File: config.mk
export PLATFORM = sky130hd
export DESIGN_NAME = histogram_peak_finder_flat
export DESIGN_NICKNAME = d
export VERILOG_FILES = /design/src/rtl/histogram_peak_finder_pkg.sv /design/src/rtl/histogram_peak_finder_if.sv /design/src/rtl/histogram_peak_finder_axis_scan.sv /design/src/rtl/histogram_peak_finder.sv /design/src/flat_wrapper.sv
export SDC_FILE = /design/constraint.sdc
export NUM_CORES = 1
export LEC_CHECK = 0
export BUFFER_PORTS_ARGS = -buffer_cell sky130_fd_sc_hd__buf_2
export CORE_ASPECT_RATIO = 2
export CORE_MARGIN = 2
export CORE_UTILIZATION = 59
export DETAILED_ROUTE_END_ITERATION = 16
export PLACE_DENSITY = 0.8
export SLEW_MARGIN = 20
export SYNTH_ARGS = -nofsm -noshare
export SYNTH_HDL_FRONTEND = slang
export SYNTH_HIERARCHICAL = 1
export SYNTH_SLANG_ARGS = --single-unit
File: constraint.sdc
create_clock -name clk -period 3.2 [get_ports clk]
set_clock_uncertainty 0.05 [all_clocks]
set_input_delay 0.16 -clock clk [delete_from_list [all_inputs] [get_ports clk]]
set_output_delay 0.16 -clock clk [all_outputs]
set_load 0.02 [all_outputs]
File: src/rtl/histogram_peak_finder_pkg.sv
// Shared definitions for the histogram peak finder: state encoding,
// bin/count widths and the occupancy test used by both axis scanners.
package histogram_peak_finder_pkg;

  localparam int BIN_W = 8;
  localparam int CNT_W = 8;

  localparam logic [1:0] ST_IDLE    = 2'd0;
  localparam logic [1:0] ST_REQ     = 2'd1;
  localparam logic [1:0] ST_COLLECT = 2'd2;
  localparam logic [1:0] ST_DONE    = 2'd3;

  typedef enum logic [1:0] {
    IDLE    = ST_IDLE,
    REQ     = ST_REQ,
    COLLECT = ST_COLLECT,
    DONE    = ST_DONE
  } state_t;

  function automatic logic qualifies(input logic [CNT_W-1:0] count,
                                     input logic [CNT_W-1:0] threshold);
    return count >= threshold;
  endfunction

endpackage

File: src/rtl/histogram_peak_finder_if.sv
// Request, bin-stream and result signals between the histogram stage,
// the control logic and the peak finder.
interface histogram_peak_finder_if;
  import histogram_peak_finder_pkg::*;

  logic             start;
  logic [CNT_W-1:0] minCount;
  logic             readHistogram;
  logic [CNT_W-1:0] xHistogramIn;
  logic [CNT_W-1:0] yHistogramIn;
  logic             xValid;
  logic             yValid;
  logic             busy;
  logic             resultValid;
  logic [BIN_W-1:0] xPeak;
  logic [BIN_W-1:0] yPeak;
  logic [CNT_W-1:0] xPeakCount;
  logic [CNT_W-1:0] yPeakCount;
  logic [BIN_W-1:0] xMin;
  logic [BIN_W-1:0] xMax;
  logic [BIN_W-1:0] yMin;
  logic [BIN_W-1:0] yMax;
  logic             found;
  logic             timeoutErr;

  modport master (
    output start, minCount, xHistogramIn, yHistogramIn, xValid, yValid,
    input  readHistogram, busy, resultValid, xPeak, yPeak, xPeakCount,
           yPeakCount, xMin, xMax, yMin, yMax, found, timeoutErr
  );

  modport slave (
    input  start, minCount, xHistogramIn, yHistogramIn, xValid, yValid,
    output readHistogram, busy, resultValid, xPeak, yPeak, xPeakCount,
           yPeakCount, xMin, xMax, yMin, yMax, found, timeoutErr
  );

endinterface

File: src/rtl/histogram_peak_finder_axis_scan.sv
// One projection axis: counts incoming bins and tracks peak and the first/last
// bin reaching the threshold. Next-state values are exported so the top can
// capture results on the same edge as the final beat.
module histogram_peak_finder_axis_scan
  import histogram_peak_finder_pkg::*;
#(
  parameter int NUM_BINS = 256
) (
  input  logic             clk,
  input  logic             reset,
  input  logic             clear,
  input  logic             valid,
  input  logic [CNT_W-1:0] data,
  input  logic [CNT_W-1:0] threshold,
  output logic             done,
  output logic             lastBeat,
  output logic [BIN_W-1:0] nextPeak,
  output logic [CNT_W-1:0] nextPeakCount,
  output logic [BIN_W-1:0] nextMin,
  output logic [BIN_W-1:0] nextMax,
  output logic             nextHit
);

  localparam logic [BIN_W-1:0] LAST_BIN = BIN_W'(NUM_BINS - 1);

  logic [BIN_W-1:0] binIdx;
  logic [BIN_W-1:0] peak;
  logic [CNT_W-1:0] peakCount;
  logic [BIN_W-1:0] minBin;
  logic [BIN_W-1:0] maxBin;
  logic             hit;
  logic             accept;

  // Beats after the last bin are dropped so a chatty source cannot disturb results.
  assign accept   = valid && !done;
  assign lastBeat = accept && (binIdx == LAST_BIN);

  always_comb begin
    nextPeak      = peak;
    nextPeakCount = peakCount;
    nextMin       = minBin;
    nextMax       = maxBin;
    nextHit       = hit;
    if (accept) begin
      // Strict compare keeps the first occurrence on ties.
      if (data > peakCount) begin
        nextPeak      = binIdx;
        nextPeakCount = data;
      end
      if (qualifies(data, threshold)) begin
        if (!hit) nextMin = binIdx;
        nextMax = binIdx;
        nextHit = 1'b1;
      end
    end
  end

  always_ff @(posedge clk or negedge reset) begin
    if (!reset) begin
      binIdx    <= '0;
      done      <= 1'b0;
      peak      <= '0;
      peakCount <= '0;
      minBin    <= '0;
      maxBin    <= '0;
      hit       <= 1'b0;
    end else if (clear) begin
      binIdx    <= '0;
      done      <= 1'b0;
      peak      <= '0;
      peakCount <= '0;
      minBin    <= '0;
      maxBin    <= '0;
      hit       <= 1'b0;
    end else begin
      if (accept) begin
        binIdx <= binIdx + 1'b1;
        if (binIdx == LAST_BIN) done <= 1'b1;
      end
      peak      <= nextPeak;
      peakCount <= nextPeakCount;
      minBin    <= nextMin;
      maxBin    <= nextMax;
      hit       <= nextHit;
    end
  end

endmodule

File: src/rtl/histogram_peak_finder.sv
// Requests the x/y projection histograms, scans both bin streams and reports
// peak location plus bounding box with a one-cycle resultValid strobe.
module histogram_peak_finder
  import histogram_peak_finder_pkg::*;
#(
  parameter int NUM_BINS = 256,
  parameter int TIMEOUT  = 1023
) (
  input logic                    clk,
  input logic                    reset,
  histogram_peak_finder_if.slave bus
);

  localparam int               TMO_W    = $clog2(TIMEOUT + 1);
  localparam logic [TMO_W-1:0] TMO_LAST = TMO_W'(TIMEOUT - 1);

  state_t           state;
  state_t           nextState;
  logic [CNT_W-1:0] minCountQ;
  logic [TMO_W-1:0] idleCnt;
  logic             collecting;
  logic             clear;
  logic             anyValid;
  logic             finishing;
  logic             timeoutHit;
  logic             load;

  logic             xDone, yDone, xLast, yLast, xHit, yHit;
  logic [BIN_W-1:0] xPeakN, yPeakN, xMinN, yMinN, xMaxN, yMaxN;
  logic [CNT_W-1:0] xPeakCountN, yPeakCountN;

  assign collecting = (state == COLLECT);
  assign clear      = (state == IDLE) && bus.start;
  assign anyValid   = bus.xValid || bus.yValid;

  // Completion is detected on the edge that takes the final beat, so the
  // output registers capture the scanners' next-state values directly.
  assign finishing  = collecting && (xDone || xLast) && (yDone || yLast);
  assign timeoutHit = collecting && !finishing && !anyValid && (idleCnt == TMO_LAST);
  assign load       = finishing || timeoutHit;

  histogram_peak_finder_axis_scan #(.NUM_BINS(NUM_BINS)) xScan (
    .clk           (clk),
    .reset         (reset),
    .clear         (clear),
    .valid         (collecting && bus.xValid),
    .data          (bus.xHistogramIn),
    .threshold     (minCountQ),
    .done          (xDone),
    .lastBeat      (xLast),
    .nextPeak      (xPeakN),
    .nextPeakCount (xPeakCountN),
    .nextMin       (xMinN),
    .nextMax       (xMaxN),
    .nextHit       (xHit)
  );

  histogram_peak_finder_axis_scan #(.NUM_BINS(NUM_BINS)) yScan (
    .clk           (clk),
    .reset         (reset),
    .clear         (clear),
    .valid         (collecting && bus.yValid),
    .data          (bus.yHistogramIn),
    .threshold     (minCountQ),
    .done          (yDone),
    .lastBeat      (yLast),
    .nextPeak      (yPeakN),
    .nextPeakCount (yPeakCountN),
    .nextMin       (yMinN),
    .nextMax       (yMaxN),
    .nextHit       (yHit)
  );

  always_ff @(posedge clk or negedge reset) begin
    if (!reset) state <= IDLE;
    else        state <= nextState;
  end

  always_comb begin
    nextState = state;
    unique case (state)
      IDLE:    if (bus.start) nextState = REQ;
      REQ:     nextState = COLLECT;
      COLLECT: if (load) nextState = DONE;
      DONE:    nextState = IDLE;
      default: nextState = IDLE;
    endcase
  end

  assign bus.readHistogram = (state == REQ);
  assign bus.busy          = (state != IDLE);
  assign bus.resultValid   = (state == DONE);

  always_ff @(posedge clk or negedge reset) begin
    if (!reset) begin
      minCountQ <= '0;
      idleCnt   <= '0;
    end else if (clear) begin
      minCountQ <= bus.minCount;
      idleCnt   <= '0;
    end else if (collecting) begin
      idleCnt <= anyValid ? '0 : idleCnt + 1'b1;
    end
  end

  // ---- result capture: registers hold until the next completed or aborted run
  always_ff @(posedge clk or negedge reset) begin
    if (!reset) begin
      bus.xPeak      <= '0;
      bus.yPeak      <= '0;
      bus.xPeakCount <= '0;
      bus.yPeakCount <= '0;
      bus.xMin       <= '0;
      bus.xMax       <= '0;
      bus.yMin       <= '0;
      bus.yMax       <= '0;
      bus.found      <= 1'b0;
      bus.timeoutErr <= 1'b0;
    end else if (load) begin
      bus.xPeak      <= xPeakN;
      bus.yPeak      <= yPeakN;
      bus.xPeakCount <= xPeakCountN;
      bus.yPeakCount <= yPeakCountN;
      bus.xMin       <= xMinN;
      bus.xMax       <= xMaxN;
      bus.yMin       <= yMinN;
      bus.yMax       <= yMaxN;
      bus.found      <= finishing && xHit && yHit;
      bus.timeoutErr <= !finishing;
    end
  end

endmodule
File: src/flat_wrapper.sv
// flat-port wrapper written by rule: the top's interface ports become plain ports
module histogram_peak_finder_flat import histogram_peak_finder_pkg::*;
#(
  parameter int NUM_BINS = 256,
  parameter int TIMEOUT  = 1023
)
  (clk, reset, bus_start, bus_minCount, bus_xHistogramIn, bus_yHistogramIn, bus_xValid, bus_yValid, bus_readHistogram, bus_busy, bus_resultValid, bus_xPeak, bus_yPeak, bus_xPeakCount, bus_yPeakCount, bus_xMin, bus_xMax, bus_yMin, bus_yMax, bus_found, bus_timeoutErr);
  histogram_peak_finder_if bus_i ();
  input logic clk;
  input logic reset;
  input wire logic [$bits(bus_i.start)-1:0] bus_start;
  input wire logic [$bits(bus_i.minCount)-1:0] bus_minCount;
  input wire logic [$bits(bus_i.xHistogramIn)-1:0] bus_xHistogramIn;
  input wire logic [$bits(bus_i.yHistogramIn)-1:0] bus_yHistogramIn;
  input wire logic [$bits(bus_i.xValid)-1:0] bus_xValid;
  input wire logic [$bits(bus_i.yValid)-1:0] bus_yValid;
  output wire logic [$bits(bus_i.readHistogram)-1:0] bus_readHistogram;
  output wire logic [$bits(bus_i.busy)-1:0] bus_busy;
  output wire logic [$bits(bus_i.resultValid)-1:0] bus_resultValid;
  output wire logic [$bits(bus_i.xPeak)-1:0] bus_xPeak;
  output wire logic [$bits(bus_i.yPeak)-1:0] bus_yPeak;
  output wire logic [$bits(bus_i.xPeakCount)-1:0] bus_xPeakCount;
  output wire logic [$bits(bus_i.yPeakCount)-1:0] bus_yPeakCount;
  output wire logic [$bits(bus_i.xMin)-1:0] bus_xMin;
  output wire logic [$bits(bus_i.xMax)-1:0] bus_xMax;
  output wire logic [$bits(bus_i.yMin)-1:0] bus_yMin;
  output wire logic [$bits(bus_i.yMax)-1:0] bus_yMax;
  output wire logic [$bits(bus_i.found)-1:0] bus_found;
  output wire logic [$bits(bus_i.timeoutErr)-1:0] bus_timeoutErr;
  assign bus_i.start = bus_start;
  assign bus_i.minCount = bus_minCount;
  assign bus_i.xHistogramIn = bus_xHistogramIn;
  assign bus_i.yHistogramIn = bus_yHistogramIn;
  assign bus_i.xValid = bus_xValid;
  assign bus_i.yValid = bus_yValid;
  assign bus_readHistogram = bus_i.readHistogram;
  assign bus_busy = bus_i.busy;
  assign bus_resultValid = bus_i.resultValid;
  assign bus_xPeak = bus_i.xPeak;
  assign bus_yPeak = bus_i.yPeak;
  assign bus_xPeakCount = bus_i.xPeakCount;
  assign bus_yPeakCount = bus_i.yPeakCount;
  assign bus_xMin = bus_i.xMin;
  assign bus_xMax = bus_i.xMax;
  assign bus_yMin = bus_i.yMin;
  assign bus_yMax = bus_i.yMax;
  assign bus_found = bus_i.found;
  assign bus_timeoutErr = bus_i.timeoutErr;
  histogram_peak_finder #(.NUM_BINS(NUM_BINS), .TIMEOUT(TIMEOUT)) u_core (.clk(clk), .reset(reset), .bus(bus_i));
endmodule
==> results.toml, run 1 <==
[status]
outcome = "finished clean"

[floorplanning]
core_um2 = 15210
start_util_pct = 60.07
die_area_um2 = 16560
io_pins = 98
rows = 64
die_x_um = 92.01
die_height_um = 180.0

[hold_path]
hold_path_class = "input port to flip-flop"

[finish]
final_cell_mix = "170 x dfrtp_1, 115 x mux2_2, 99 x nand2b_1, 96 x buf_2, 66 x mux2i_1"
drive_gt1_share_pct = 32.14
fill_cells = 1084
antennaDiodeCount = 0
largest_reg_flops = 10
top_register = "u_core/idleCnt"
area_growth_pct = 15.77
nets = 952
layout_commonest_cell = "dfrtp_1"
design_area_um2 = 10580

[placed_design]
place_area_um2 = 9742
gp_congestion = 0.8424
numPortBuffers = 97
hpwlAfterDp_um = 14040

[synth]
synth_edf_count = 0
async_flop_share_pct = 100.0
netlist_area_um2 = 9139
seq_area_frac_synth_pct = 46.55
synth.distinct_cells = 50
ys_warn_count = 6
synth.top_cell.area_share_pct = 46.55
yosys.area.top_type = "dfrtp_1"
synth_area_leaders = "dfrtp_1 47%, mux2_2 14%, mux2i_1 7.2%"
syn_area_per_cell_um2 = 11.90
syn_inst = 768
synth_nets = 837
ys.flop_type = "dfrtp_1"
ys_ff_latch = 170

[clock_network]
cts_buffer_depth = 2
cts_tree = "built"
cts_root_buffer = "clkbuf_16"
cts_buffers = 17
clk_pin_slew_ps = 70
clock-sinks = 170
clkLatencyLatePin_ps = 430
htreeDepth = 4
cts_setup_buffers = 0

[sta]
layout_min_cycle_time_ps = 3020
setup_tns_ps = 0
relSlewSlack_pct = 44.47
final-hold-violation-count = 0
fin_crit_sh_pct = 94.38
tightest_slew_ps = 833.0
finalSetupViolations = 0
fmax_mhz = 331.1
drv_slew = 0
rsz0062_at_grt = "false"

[detailed_routing]
drt-total-wl_um = 20640
drc = 0
drt-initial-drc-count = 329
ant_nets = 0
routed_via_density = 5.643
first_pass_iters = 4
wl_per_cell_um = 18.87
num_vias = 6173

[pwr]
peakVddDrop_mv = 0.4563
power_density_nw_per_um2 = 669.3
finalPower_mw = 7.081
p_leak_nw = 5.453

[critical_path]
crit_fanout = 22
required_ps = 3470
critPathArrivalTime_ps = 3290
crit_type = "flip-flop to flip-flop"
critPathLaunchType = "flip-flop"
regToRegSetupSlack_ps = 180
cp-end-kind = "flip-flop"

[global_route]
grt-busiest-layer = "met2"
grt_max_degree = 125
grtUsageTotal_pct = 25.56
grt_use_met3_pct = 4.141
grt_util_met1_pct = 28.51
antenna_found_initial = 0
grt_overflow = 0
grt_pass1_vias = 6762
grtUsageMet2_pct = 46.76
grt_first_pass_wirelength_um = 33440

[job]
cap_viol_max_count = 0
synth_stat cells, drive strengths merged (4+ instances only):
cell / count
nand4: 13
nand2b: 99
o21a: 6
xor2: 8
ha: 40
mux2: 129
nor2b: 4
a21oi: 13
nand2: 47
mux2i: 66
and3: 5
dfrtp: 170
o21ai: 12
nor2: 23
o211ai: 6
inv: 42
buf: 20
nand3b: 4
or3: 5
clkbuf: 15
nand3: 9
report_power, final:
part           switching (mW)  total [mW]  internal (mW)
Combinational            1.23        2.31           1.08
Clock                    1.00        2.06           1.06
Sequential              0.277        2.71           2.43
Total                    2.51        7.08           4.57
cells by family (layout without fill, tap and decap cells):
group           count (synthesis)  after routing  synth area share (%)
mux                           195            195                 23.70
flops                         170            170                 46.55
buf+inv                        77            204                 4.669
simple gates                  222            223                 14.06
compound gates                 53             53                 4.491
xor+xnor                       11             11                 1.054
fa+ha+maj                      40             40                 5.476
final timing paths:
kind / start / endpoint / cells past startpoint
hold / removal: bus_yHistogramIn[5] / u_core/yScan/peakCount[5] / 3
setup reg to reg: u_core/state[0] / u_core/bus.xPeakCount[3] / 10
max in group asynchronous: reset / u_core/yScan/minBin[2] / 3
setup / recovery: u_core/state[0] / u_core/bus.xPeakCount[3] / 10
min in group asynchronous: reset / u_core/xScan/peakCount[4] / 2
hold reg to reg: u_core/bus.xMax[4] / u_core/bus.xMax[4] / 1
repair_timing:
action / in CTS / in global routing
gates resized for setup: 0 / 2
endpoints found under the hold margin: 104 / 0
hold buffers: 22 / 0
setup endpoints to repair: 0 / 45
final cells by class:
cell class,count,area [µm²],share of cell area [%]
Timing Repair Buffer,130,844.6,7.983
Clock inverter,15,175.2,1.656
Inverter,42,157.7,1.490
Sequential cell,170,4254,40.21
Tap cell,198,247.7,2.342
Multi-Input combinational cell,522,4476,42.30
Clock buffer,17,425.4,4.021
through the flow:
stage,std cells,utilization (%),setup WS [ps],hold WS (ps)
5_1_grt,1094,69.54,68.28,16.48
3_3_place_gp,1039,64.03,323.7,210.7
4_1_cts,1093,69.42,86.33,4.450
6_report,1094,69.54,179.7,10.57
3_5_place_dp,1039,64.03,98.59,223.4
2_1_floorplan,768,-,504.3,-185.6
critical path, cell delays in order (launching register included):
cell and delay [ps]:
dfrtp_1 420, inv_1 100, ha_1 290, and2_1 170, nor2b_1 150, and3_1 200
nor3b_1 340, o221ai_2 300, nand2_4 290, buf_12 210, mux2_2 370
layer usage:
| metal | part of all wire [%] | vias to the layer above |
|---|---|---|
| li1 | - | 2886 |
| met1 | 38 | 3112 |
| met2 | 56 | 128 |
| met3 | 2.6 | 47 |
| met4 | 3.3 | 0 |
| met5 | 0 | - |
No activity file was read; power rests on OpenSTA's default activity.
==> inputs of run 2 (changes only) <==
- REMOVE_ABC_BUFFERS: not set -> 1
==> results.toml, run 2 (synthesis gave the netlist of run 1 again) <==
[status]
outcome = "finished clean"

[clock_network]
htreeDepth = 4
cts_tree = "built"
clock-sinks = 170
cts_root_buffer = "clkbuf_16"
clk_pin_slew_ps = 80
cts_setup_buffers = 0
cts_buffer_depth = 2
ctsResizeCount = 0
clkLatencyLatePin_ps = 430
cts_buffers = 17

[sta]
finalSetupViolations = 0
drv_slew = 0
setup_tns_ps = 0
layout_min_cycle_time_ps = 2957
hold_slack_ps = 7.604
rsz0062_at_grt = "false"
final-hold-violation-count = 0
tightest_slew_ps = 682.7
fmax_mhz = 338.2
fin_ws_ps = 242.7
fin_crit_sh_pct = 92.41
relSlewSlack_pct = 54.48

[critical_path]
critPathLaunchType = "flip-flop"
critPathArrivalTime_ps = 3220
path_cells = "inv_1 -> ha_1 -> and2_1 -> nor2b_1 -> and3_1 -> nor3b_1 -> o221ai_1 -> nand2_4 -> buf_12 -> mux2_2"
cp-end-kind = "flip-flop"
cp_slowest_cell = "dfrtp_1"
crit_fanout = 21
cpPeakStageDelay_ps = 420
crit_type = "flip-flop to flip-flop"
required_ps = 3460

[global_route]
grt_first_pass_wirelength_um = 32880
antenna_found_initial = 0
grt_pass1_vias = 6783
grt_overflow = 0
grt_max_degree = 76
grtUsageTotal_pct = 25.05

[finish]
layout_commonest_cell = "dfrtp_1"
fill_cells = 1108
top_register = "u_core/idleCnt"
final_cell_mix = "170 x dfrtp_1, 115 x mux2_2, 99 x nand2b_1, 96 x buf_2, 66 x mux2i_1"
multi_input_area_um2 = 4458
area_growth_pct = 15.88
design_area_um2 = 10590
layout.cells.non_filler = 1097
antennaDiodeCount = 0
nets = 955
fin_util_pct = 69.61
largest_reg_flops = 10
drive_gt1_share_pct = 32.04
seq_area_um2 = 4254

[pwr]
finalPower_mw = 7.062
peakVddDrop_mv = 0.4704
p_leak_nw = 5.462
power_density_nw_per_um2 = 666.9

[floorplanning]
io_pins = 98
core_um2 = 15210
start_util_pct = 60.07
rows = 64
die_x_um = 92.01
die_area_um2 = 16560
die_height_um = 180.0

[detailed_routing]
routed_via_density = 5.677
wl_per_cell_um = 18.08
drc = 0
drt-total-wl_um = 19830
num_vias = 6228
drt-initial-drc-count = 306
first_pass_iters = 5
ant_nets = 0

[placed_design]
post-place-ws_ps = 272.7
gp_congestion = 0.8796
numPortBuffers = 97
hpwlAfterDp_um = 13720
placedCellCount = 1042
place_area_um2 = 9764

[hold_path]
hold_path_class = "input port to flip-flop"

[job]
cap_viol_max_count = 0
[run 2: worst paths after layout]
check,start,endpoint,slack (ps),cells after the start
setup / recovery,u_core/state[0],u_core/bus.xPeakCount[2],240,10
hold / removal,bus_yHistogramIn[5],u_core/yScan/peakCount[5],8,3
setup reg to reg,u_core/state[0],u_core/bus.xPeakCount[2],240,10
hold reg to reg,u_core/bus.xPeakCount[4],u_core/bus.xPeakCount[4],450,1
max in group asynchronous,reset,u_core/xScan/binIdx[6],1950,3
min in group asynchronous,reset,u_core/bus.yMin[3],280,2
[run 2: critical path, delay by kind of cell, from the launching register on]
family                   cells  cell delay, ps
adder cells (fa/ha/maj)      1             280
multiplexers                 1             370
flip-flops                   1             420
AND/OR/NAND/NOR              5            1120
buffers and inverters        2             330
AO/OA/AOI/OAI                1             260
[run 2: report_power, final]
group          leakage, nW  internal [mW]  switching, mW
clock                0.290           1.06          0.999
sequential            2.33           2.44          0.279
combinational         2.84           1.09           1.20
total                 5.46           4.58           2.48
[run 2: layout make-up]
| type | count | area share (%) |
|---|---|---|
| multi-input combinational | 521 | 42.10 |
| sequential | 170 | 40.17 |
| timing repair buffer | 134 | 8.282 |
| clock buffer | 17 | 4.017 |
| tap | 198 | 2.339 |
| clock inverter | 15 | 1.607 |
| inverter | 42 | 1.489 |
[run 2: what timing repair did]
action / CTS / global route
setup endpoints to repair: 0 / 0
hold buffers: 23 / 0
hold endpoints to repair: 95 / 0
[run 2: per-layer routing]
metal | wire length [µm] | GRT usage [%] | vias up
met5 | 0 | 0 | -
met4 | 803 | 13.13 | 0
met3 | 616 | 3.973 | 56
met2 | 10930 | 45.44 | 155
met1 | 7475 | 27.64 | 3119
li1 | - | - | 2898
==> inputs of run 3 (changes only) <==
- CAP_MARGIN: not set -> 15
- clock period: 3.2 -> 2.85 ns (I/O delays scaled with it)
==> results.toml, run 3 (synthesis gave the netlist of run 1 again) <==
[critical_path]
crit_type = "flip-flop to flip-flop"
cpPeakStageDelay_ps = 410
critPathLaunchType = "flip-flop"
cp_slowest_cell = "dfrtp_1"
cp-end-kind = "flip-flop"
cpLargestDelayFamily = "simple AND/OR/NAND/NOR gates"
path_buf_inv = 2
required_ps = 3120
critPathArrivalTime_ps = 2960
crit_fanout = 24
path_cells = "inv_1 -> ha_2 -> and2_1 -> nor2b_1 -> and3_1 -> nor3b_4 -> o221ai_2 -> nand2_4 -> clkbuf_16 -> mux2_2"

[global_route]
antenna_found_initial = 1
grt_max_degree = 79
grtUsageTotal_pct = 25.74
grt_pass1_vias = 6891
grt_overflow = 0
grt_first_pass_wirelength_um = 33620

[detailed_routing]
drt-initial-drc-count = 381
ant_nets = 0
num_vias = 6339
routed_via_density = 5.763
wl_per_cell_um = 18.64
drc = 0
first_pass_iters = 5
drt-total-wl_um = 20500

[clock_network]
cts_buffers = 17
clk_pin_slew_ps = 70
clkLatencyLatePin_ps = 440
cts_root_buffer = "clkbuf_16"
cts_buffer_depth = 2
htreeDepth = 4
cts_tree = "built"
clock-sinks = 170

[placed_design]
gp_congestion = 0.9576
placedCellCount = 1043
numPortBuffers = 97
hpwlAfterDp_um = 13840

[finish]
fill_cells = 1086
area_growth_pct = 16.98
antennaDiodeCount = 0
top_register = "u_core/idleCnt"
nets = 958
final_cell_mix = "170 x dfrtp_1, 115 x mux2_2, 99 x nand2b_1, 96 x buf_2, 66 x mux2i_1"
fin_util_pct = 70.26
drive_gt1_share_pct = 32.59
layout.cells.non_filler = 1100
largest_reg_flops = 10
layout_commonest_cell = "dfrtp_1"

[pwr]
finalPower_mw = 8.110
p_leak_nw = 5.518
power_density_nw_per_um2 = 758.6
peakVddDrop_mv = 0.5479

[floorplanning]
rows = 64
start_util_pct = 60.07
die_height_um = 180.0
die_x_um = 92.01
io_pins = 98
core_um2 = 15210
die_area_um2 = 16560

[sta]
fmax_mhz = 371.2
tightest_slew_ps = 764.5
finalSetupViolations = 0
fin_crit_sh_pct = 94.53
layout_min_cycle_time_ps = 2694
relSlewSlack_pct = 49.03
drv_slew = 0
final-hold-violation-count = 0

[status]
outcome = "finished clean"

[hold_path]
hold_path_class = "input port to flip-flop"

[job]
cap_viol_max_count = 0
run 3: cell types whose count changed in the layout (fill, tap and decap cells not counted), sizes merged:
cell and delta:
inv -2, dlygate4sd3 +1, clkbuf +1, bufinv +2, buf +1, clkinvlp -1
clkinv +1
run 3: cell type report:
class                   instances  area, µm²  area share [%]
multi-input cells             521       4483           41.94
inverters                      42      157.7           1.475
repair buffers                137      918.4           8.591
well taps                     198      247.7           2.317
flip-flops and latches        170       4254           39.79
clock buffers                  17      425.4           3.979
clock inverters                15      203.9           1.908
run 3: worst register-to-register path: cells and delay by family (launching register included):
| kind | cells | cell delay (ps) |
|---|---|---|
| compound gates | 1 | 190 |
| fa+ha+maj | 1 | 250 |
| flops | 1 | 410 |
| mux | 1 | 360 |
| buf+inv | 2 | 330 |
| simple gates | 5 | 990 |
run 3: stage by stage:
stage / area [µm²] / worst slack [ps] / hold WS, ps / setup TNS, ps
2_1_floorplan: 8870 / -431.0 / -203.1 / -28150
4_1_cts: 10650 / 77.09 / 3.162 / 0
5_1_grt: 10690 / -4.574 / 18.39 / -5.705
3_5_place_dp: 9759 / -27.04 / 182.3 / -443.9
3_3_place_gp: 9759 / 85.36 / 163.5 / 0
6_report: 10690 / 155.9 / 9.978 / 0
run 3: report_power, final:
part / total [mW] / internal (mW) / switching [mW] / leakage (nW)
clock: 2.44 / 1.35 / 1.09 / 0.307
sequential: 3.03 / 2.74 / 0.294 / 2.33
combinational: 2.64 / 1.23 / 1.41 / 2.88
run 3: path summary, 6_finish.rpt:
path	start	to	slack, ps	cells after the start
setup / recovery	u_core/state[0]	u_core/bus.yMax[7]	160	10
hold / removal	bus_yHistogramIn[2]	u_core/yScan/peakCount[2]	10	3
setup reg to reg	u_core/state[0]	u_core/bus.yMax[7]	160	10
hold reg to reg	u_core/bus.yMax[3]	u_core/bus.yMax[3]	450	1
max in group asynchronous	reset	u_core/xScan/peak[7]	1670	3
min in group asynchronous	reset	u_core/bus.yMin[3]	240	2
run 3: what timing repair did:
action | CTS | global route
cloned | 0 | 1
hold buffers | 24 | 0
resized for setup | 3 | 4
endpoints found under the setup margin | 46 | 65
endpoints found under the hold margin | 98 | 0
setup buffers | 0 | 0
run 3: metal layers:
| layer | GRT usage, % | routed length (µm) | vias up | part of all wire [%] |
|---|---|---|---|---|
| met4 | 13.85 | 954 | 2 | 4.7 |
| met5 | 0 | 11 | - | 0.054 |
| met3 | 4.935 | 748 | 74 | 3.6 |
| met2 | 46.91 | 11150 | 176 | 54 |
| met1 | 27.45 | 7633 | 3181 | 37 |
| li1 | - | - | 2906 | - |
